### config.mk
export PLATFORM = sky130hd
export DESIGN_NAME = shot_deploy_scheduler
export DESIGN_NICKNAME = d
export VERILOG_FILES = /design/src/rtl/shot_deploy_scheduler.sv
export SDC_FILE = /design/constraint.sdc
export NUM_CORES = 1
export LEC_CHECK = 0
export ABC_AREA = 1
export CAP_MARGIN = 20
export CORE_MARGIN = 2
export CORE_UTILIZATION = 46
export DETAILED_ROUTE_END_ITERATION = 16
export PLACE_DENSITY = 0.77
export SYNTH_ARGS = -nofsm -noshare
export SYNTH_HDL_FRONTEND = slang
export SYNTH_SLANG_ARGS = --single-unit
export TNS_END_PERCENT = 20
### constraint.sdc
create_clock -name clk -period 2.7 [get_ports clk]
set_clock_uncertainty 0.1 [all_clocks]
set_input_delay 0.405 -clock clk [delete_from_list [all_inputs] [get_ports clk]]
set_output_delay 0.405 -clock clk [all_outputs]
set_load 0.02 [all_outputs]
### src/rtl/shot_deploy_scheduler.sv
// Shot deploy scheduler: turns the shoot request into round-robin, cooldown-paced deploy pulses and tracks slot occupancy.
// Optional macro SHOT_SCHED_STATS_EN adds a saturating shots_fired counter output.
`timescale 1ns/1ps
module shot_deploy_scheduler #(
    parameter int NUM_SLOTS             = 8,
    parameter int COOLDOWN_FRAMES       = 16,
    parameter int RAPID_COOLDOWN_FRAMES = 4,
    localparam int PW = (NUM_SLOTS > 1) ? $clog2(NUM_SLOTS) : 1,
    localparam int SW = $clog2(NUM_SLOTS + 1),
    localparam int CD_MAX = (COOLDOWN_FRAMES > RAPID_COOLDOWN_FRAMES) ? COOLDOWN_FRAMES : RAPID_COOLDOWN_FRAMES,
    localparam int CW = $clog2(CD_MAX + 1)
) (
    input  logic                 clk,
    input  logic                 resetN,
    input  logic                 startOfFrame,
    input  logic                 shoot,
    input  logic                 rapid_fire,
    input  logic                 player_active,
    input  logic [NUM_SLOTS-1:0] SingleHitPulse_shots,
    input  logic [NUM_SLOTS-1:0] slot_done,
    output logic [NUM_SLOTS-1:0] deploy_shot,
    output logic [NUM_SLOTS-1:0] slot_busy,
    output logic [SW-1:0]        shots_in_flight,
    output logic                 fire_ready,
    output logic [1:0]           state_dbg,
    output logic [CW-1:0]        cooldown_dbg,
    output logic [PW-1:0]        rr_ptr_dbg
`ifdef SHOT_SCHED_STATS_EN
    ,
    output logic [15:0]          shots_fired
`endif
);

    // Handshake: shoot is a level request latched into pending; a strobe in IDLE
    // accepts it, and deploy_shot is a single-cycle one-hot pulse with no back-pressure.
    typedef enum logic [1:0] {IDLE, SELECT, DEPLOY, COOLDOWN} state_t;

    localparam logic [NUM_SLOTS-1:0] ONE_HOT_0 = {{(NUM_SLOTS-1){1'b0}}, 1'b1};

    state_t         state;
    logic           pending;
    logic [PW-1:0]  rr_ptr;
    logic [PW-1:0]  sel;
    logic [CW-1:0]  cooldown;
    logic [PW-1:0]  sel_next;
    logic           found;
    int             idx;
    logic [SW-1:0]  busy_count;

    // Round-robin search from rr_ptr over the registered busy bits, so a slot
    // freed during SELECT only becomes a candidate on the next selection.
    always_comb begin
        sel_next = rr_ptr;
        found    = 1'b0;
        idx      = 0;
        for (int i = 0; i < NUM_SLOTS; i++) begin
            idx = (int'(rr_ptr) + i) % NUM_SLOTS;
            if (!found && !slot_busy[PW'(idx)]) begin
                found    = 1'b1;
                sel_next = PW'(idx);
            end
        end
    end

    always_comb begin
        busy_count = '0;
        for (int i = 0; i < NUM_SLOTS; i++) begin
            busy_count = busy_count + SW'(slot_busy[i]);
        end
    end

    always_ff @(posedge clk or negedge resetN) begin
        if (!resetN) begin
            state           <= IDLE;
            pending         <= 1'b0;
            rr_ptr          <= '0;
            sel             <= '0;
            cooldown        <= '0;
            deploy_shot     <= '0;
            slot_busy       <= '0;
            shots_in_flight <= '0;
            fire_ready      <= 1'b0;
        end else begin
            fire_ready      <= (state == IDLE) && player_active && (slot_busy != '1);
            shots_in_flight <= busy_count;
            // deploy_shot is only non-zero in DEPLOY, so the set overrides a same-cycle free.
            slot_busy       <= (slot_busy & ~(SingleHitPulse_shots | slot_done)) | deploy_shot;
            deploy_shot     <= '0;

            if (state == DEPLOY) begin
                rr_ptr <= (sel == PW'(NUM_SLOTS - 1)) ? '0 : sel + PW'(1);
            end

            if (!player_active) begin
                state    <= IDLE;
                cooldown <= '0;
                pending  <= 1'b0;
            end else begin
                if (shoot) begin
                    pending <= 1'b1;
                end
                case (state)
                    IDLE: begin
                        if (startOfFrame && (pending || shoot) && (slot_busy != '1)) begin
                            state <= SELECT;
                        end
                    end
                    SELECT: begin
                        sel         <= sel_next;
                        deploy_shot <= ONE_HOT_0 << sel_next;
                        state       <= DEPLOY;
                    end
                    DEPLOY: begin
                        pending  <= 1'b0;
                        cooldown <= rapid_fire ? CW'(RAPID_COOLDOWN_FRAMES) : CW'(COOLDOWN_FRAMES);
                        state    <= COOLDOWN;
                    end
                    COOLDOWN: begin
                        if (startOfFrame) begin
                            if (cooldown == CW'(1) || cooldown == '0) begin
                                cooldown <= '0;
                                state    <= IDLE;
                            end else begin
                                cooldown <= cooldown - CW'(1);
                            end
                        end
                    end
                    default: state <= IDLE;
                endcase
            end
        end
    end

`ifdef SHOT_SCHED_STATS_EN
    always_ff @(posedge clk or negedge resetN) begin
        if (!resetN) begin
            shots_fired <= '0;
        end else if (state == DEPLOY && shots_fired != 16'hFFFF) begin
            shots_fired <= shots_fired + 16'd1;
        end
    end
`endif

    assign state_dbg    = state;
    assign cooldown_dbg = cooldown;
    assign rr_ptr_dbg   = rr_ptr;

endmodule

; ---- Word-level counts from Yosys, hierarchy flattened
; Index checks and enable logic that the tools add are counted.
; Widths: inputs -> output; s select.
[op_classes]
bitwise = 4
reduce_logical = 31
eq_ne = 11
magnitude_cmp = 8
addsub = 16
mux = 54
shift = 1
[op_table]
columns = operator, count
row1 = $lt 3x5->1 const B, 8
row2 = $mux 1, 26
row3 = $bmux 1 s3, 8
row4 = $mux 3, 8
row5 = $mux 5, 4
row6 = $add 4x1->4, 4
row7 = $mux 8, 2
row8 = $or 8x8->8, 2
row9 = $logic_not 1->1, 13
row10 = $add 3x3->3 const B, 4
row11 = $logic_and 1x1->1, 11
row12 = $pmux 5 s2, 1
row13 = $and 8x8->8, 1
row14 = $mux 2, 4
row15 = $ne 8x8->1 const B, 1
row16 = $not 8->8, 1
row17 = $pmux 2 s4, 1
row18 = $shl 1x3->8 const A, 1
row19 = $add 3x1->3 const B, 2
row20 = $add 3x2->3 const B, 2
row21 = $ne 3x2->1 const B, 2
row22 = $ne 3x3->1 const B, 2
row23 = $eq 5x1->1 const B, 1
row24 = $logic_not 5->1, 1
row25 = 12 further kinds, 15
[word_totals]
in_bits = 22
regBits = 35
out_inout_bits = 31
word_cells = 134

; ---- Logic depth before layout (Yosys ltp)
[depth]
word_depth = 28
ltp_mapped = 25

; ---- Least setup slack after synthesis
; No wires, ideal clock.
[synth_timing]
path_kind = reg2reg
startpoint = register slot_busy[0]
endpoint = register shots_in_flight[2]
period_less_slack_ps = 2945
path_slack_ps = -245
stages_incl_launch_ff = 10
arrival_ps = 2722
setup_ps = 123
path_cell_list = dfrtp_1 fa_1 inv_1 fa_1 fa_1 inv_1 ha_1 inv_1 fa_1 xnor2_1
[synth_between]
elab_chain_cells = 7
[synth_lines]
columns = element, line
row1 = "start, declared", 22  ; output logic [NUM_SLOTS-1:0] slot_busy,
row2 = "start signal, assigned", 87  ; slot_busy <= (slot_busy & ~(SingleHitPulse_shots | slot_done)) | deploy_shot;
row3 = $add 1x1->2, 68  ; busy_count = busy_count + SW'(slot_busy[i]);
row4 = $add 2x1->3, 68
row5 = $add 3x1->4, 68
row6 = $add 4x1->4 (4 in series), 68
row7 = named net busy_count[2], 48  ; logic [SW-1:0] busy_count;
row8 = "end signal, assigned", 85  ; shots_in_flight <= busy_count;
row9 = "end, declared", 23  ; output logic [SW-1:0] shots_in_flight,
; The timed path passes the listed nets, and every way through them passes these cells.
; A chain may end at the register's enable or synchronous reset.

; ---- Worst setup path after layout
[layout_timing]
startpoint = register slot_busy[1]
endpoint = register shots_in_flight[1]
; The elaborated chain is that of the path after synthesis.

==> impl_results.md <==
- Status: finished with violations
- Failing checks: setup timing
- CTS max path bufs: 2
- MaxCap Viol Count: 0
- Max H-tree Level: 2
- WP data required: 2.78 ns
- Final period utilization: 109%
- Drc violations: 0
- Cell mode on critical path: fa_1
- Ys flop type: dfrtp_1
- Post-route cell area: 3190 um^2
- Clock-pin slew on the worst setup and hold paths: 0.07 ns
- Number of port buffers: 52
- Fin nets: 406
- FILL cells: 459
- Die Y: 76.0 um
- Core Box Area: 5040 um^2
- YS warnings: 0
- Synth Register Bits: 35
- Reg-to-reg endpoint: shots_in_flight[1]
- M1 WL: 2590 um
- Cell family with most CP delay: adder cells
- Total track usage: 20.9%
- Max incr delay on CP: 0.56 ns
- Final Critical Period: 2.95 ns
- Setup TNS: -0.497 ns
- Slew @ Worst Pin: 0.521 ns
- Vias: 2,138
- Hold slack: 0.356 ns
- Die X-Extent: 76.0 um
- Async S/R FF share, synth: 100%
- Bufs and invs on worst path: 4
- Share of post-route cells with drive strength above 1: 19.1%
- Hold EP: slot_busy[3]
- Vias in the first global route: 2,124
- Hold Path Stages: 1
- First-pass GRT wire length: 9850 um
- Clock Sinks: 35
- CP Launch Type: flip-flop
- Final Max Slew Viols: 0
- Mean post-synth cell area: 7.99 um^2
- Pleak: 1.57 nW
- Routability cong.: 0.930
- Clock Root Buffer: clkbuf_8
- Fmax: 339 MHz
- Fin. Hold Viols: 0
- Setup violators final: 2
- R2r setup slk: -0.25 ns
- Slowest cell on the critical path: fa_1
- Most frequent cells in the layout: 68 x nand2_1, 52 x clkdlybuf4s50_1, 31 x dfrtp_1
- DP HPWL: 4510 um
- Most common cell after layout, fill and taps aside: nand2_1
- Met2 wire length: 2800 um
- CTS tree: yes
- RSZ-0062 raised after global routing: true
- HP Class: flip-flop to flip-flop
- Hold Crit Start: deploy_shot[3]
- Crit path DAT: 3.04 ns
- Die area: 5770 um^2
- Area grow syn2layout: 33.8%
- Syn Inst Count: 298
- Inserted Clock Buffers: 5
- Critical path cell sequence: fa_1, inv_2, fa_1, fa_1, inv_1, ha_2, inv_2, fa_1, inv_1
- Post-DR wirelength/cell: 13.1 um
- Placed standard-cell area: 3050 um^2
- Number of synthesized flops with an enable pin: 0
- Routed wl met3: 256 um
- Pwr dens: 1130 nW/um^2
- Cell taking the most area after synthesis: dfrtp_1
- CTS Hold Bufs: 0
- Reg2reg path depth: 9
- Number of diodes: 0
- Post-synthesis cell type count: 39
- Mapped Nets: 338
- DRT antenna net count: 0
- R2r startpoint: slot_busy[1]
- Rows: 26
- Main area contributors after synthesis: dfrtp_1 37%, nand2_1 11%, ha_1 7.4%, nand3_1 5.7%, inv_1 5.0%
- TritonRoute pass-1 iters: 4
- Vias per std cell: 4.89
- CP endpoint kind: flip-flop
- Post-synthesis sequential area ratio: 36.8%
- Max_slew headroom: 65.0%
- Initial core utilization: 47.2%
- Synth top area share: 36.8%
- Grt total ovfl: 0
- Worst setup margin: -0.254 ns
- Num ports: 53
- Crit path kind: flip-flop to flip-flop
- Peak VDD IR: 452 uV
- Final WL: 5720 um
- Worst Path Max Fanout: 2
- Netlist Area Pre-Place: 2380 um^2
- Top Layer Used: met4
- Number of DRC markers in iteration 0: 102
- Largest net degree at the start of global routing: 36
- Skew-Pair Late Insertion Delay: 0.28 ns
- Initial antenna violation count: 0
==> synth_stat cells (4+ instances only) <==
library cell	n
a21oi_1	4
fa_1	4
nor3_1	7
nor2_1	23
o21ai_0	8
or2_2	4
nand2_1	70
a21o_1	4
nand2_2	10
nand3_1	27
o21ai_1	5
nand3_2	5
xnor2_1	4
o211ai_1	6
inv_1	32
ha_1	14
inv_2	6
dfrtp_1	35
==> through the flow <==
stage | instances | power [W] | setup WS, ns | util, %
floorplan | 298 | 0.00240 | -0.199 | -
global placement | 428 | 0.00305 | -0.136 | 60.5
detailed placement | 428 | 0.00310 | -0.242 | 60.5
CTS | 436 | 0.00354 | -0.239 | 62.5
global route | 437 | 0.00393 | -0.325 | 63.2
finish | 437 | 0.00360 | -0.254 | 63.2
==> kinds of logic (layout without fill, tap and decap cells) <==
logic type               Yosys count  after routing  synth area share (%)
AND/OR/NAND/NOR                  155            155                  30.8
buffers and inverters             47            116                  9.09
AO/OA/AOI/OAI                     36             36                  9.72
flip-flops                        35             35                  36.8
adder cells (fa/ha/maj)           18             18                  10.7
XOR/XNOR                           7              7                  2.89
==> worst max-delay path by stage <==
stage	start	endpoint	slack, ns	cells after the start
detailed placement	slot_busy[0]	shots_in_flight[1]	-0.24	9
floorplan	slot_busy[0]	shots_in_flight[2]	-0.20	9
CTS	slot_busy[0]	shots_in_flight[1]	-0.24	9
global route	slot_busy[1]	shots_in_flight[1]	-0.33	9
global placement	slot_busy[0]	shots_in_flight[2]	-0.14	9
finish	slot_busy[1]	shots_in_flight[1]	-0.25	9
==> layout make-up <==
type,instances,area (um^2),area share (%)
timing repair buffer,67,633,19.9
multi-input combinational,216,1320,41.4
inverter,41,168,5.26
sequential,35,881,27.6
tap,70,87.6,2.75
clock buffer,8,100,3.14
==> metal layers <==
layer | track usage [%] | vias up
li1 | - | 1094
met1 | 26.1 | 983
met2 | 36.8 | 52
met3 | 5.00 | 9
met4 | 4.55 | 0
met5 | 0 | -
==> sequential cells by signal, indices dropped and copies added (netlist names) <==
signal,count
state_dbg,2
deploy_shot,8
pending,1
sel,3
cooldown_dbg,5
shots_in_flight,4
slot_busy,8
fire_ready,1
rr_ptr_dbg,3
==> timing repair <==
item | 4_1_cts | 5_1_grt
pin swaps | 0 | 1
setup endpoints to repair | 3 | 13
buffers inserted | 0 | 1
gates cloned | 0 | 0
gates resized for setup | 3 | 9
==> where the power goes <==
group / switching, W / total (W) / internal [W]
Clock: 0.000181 / 0.000414 / 0.000233
Sequential: 0.000145 / 0.000811 / 0.000666
Combinational: 0.00142 / 0.00238 / 0.000954
No activity file was read; power rests on OpenSTA's default activity.
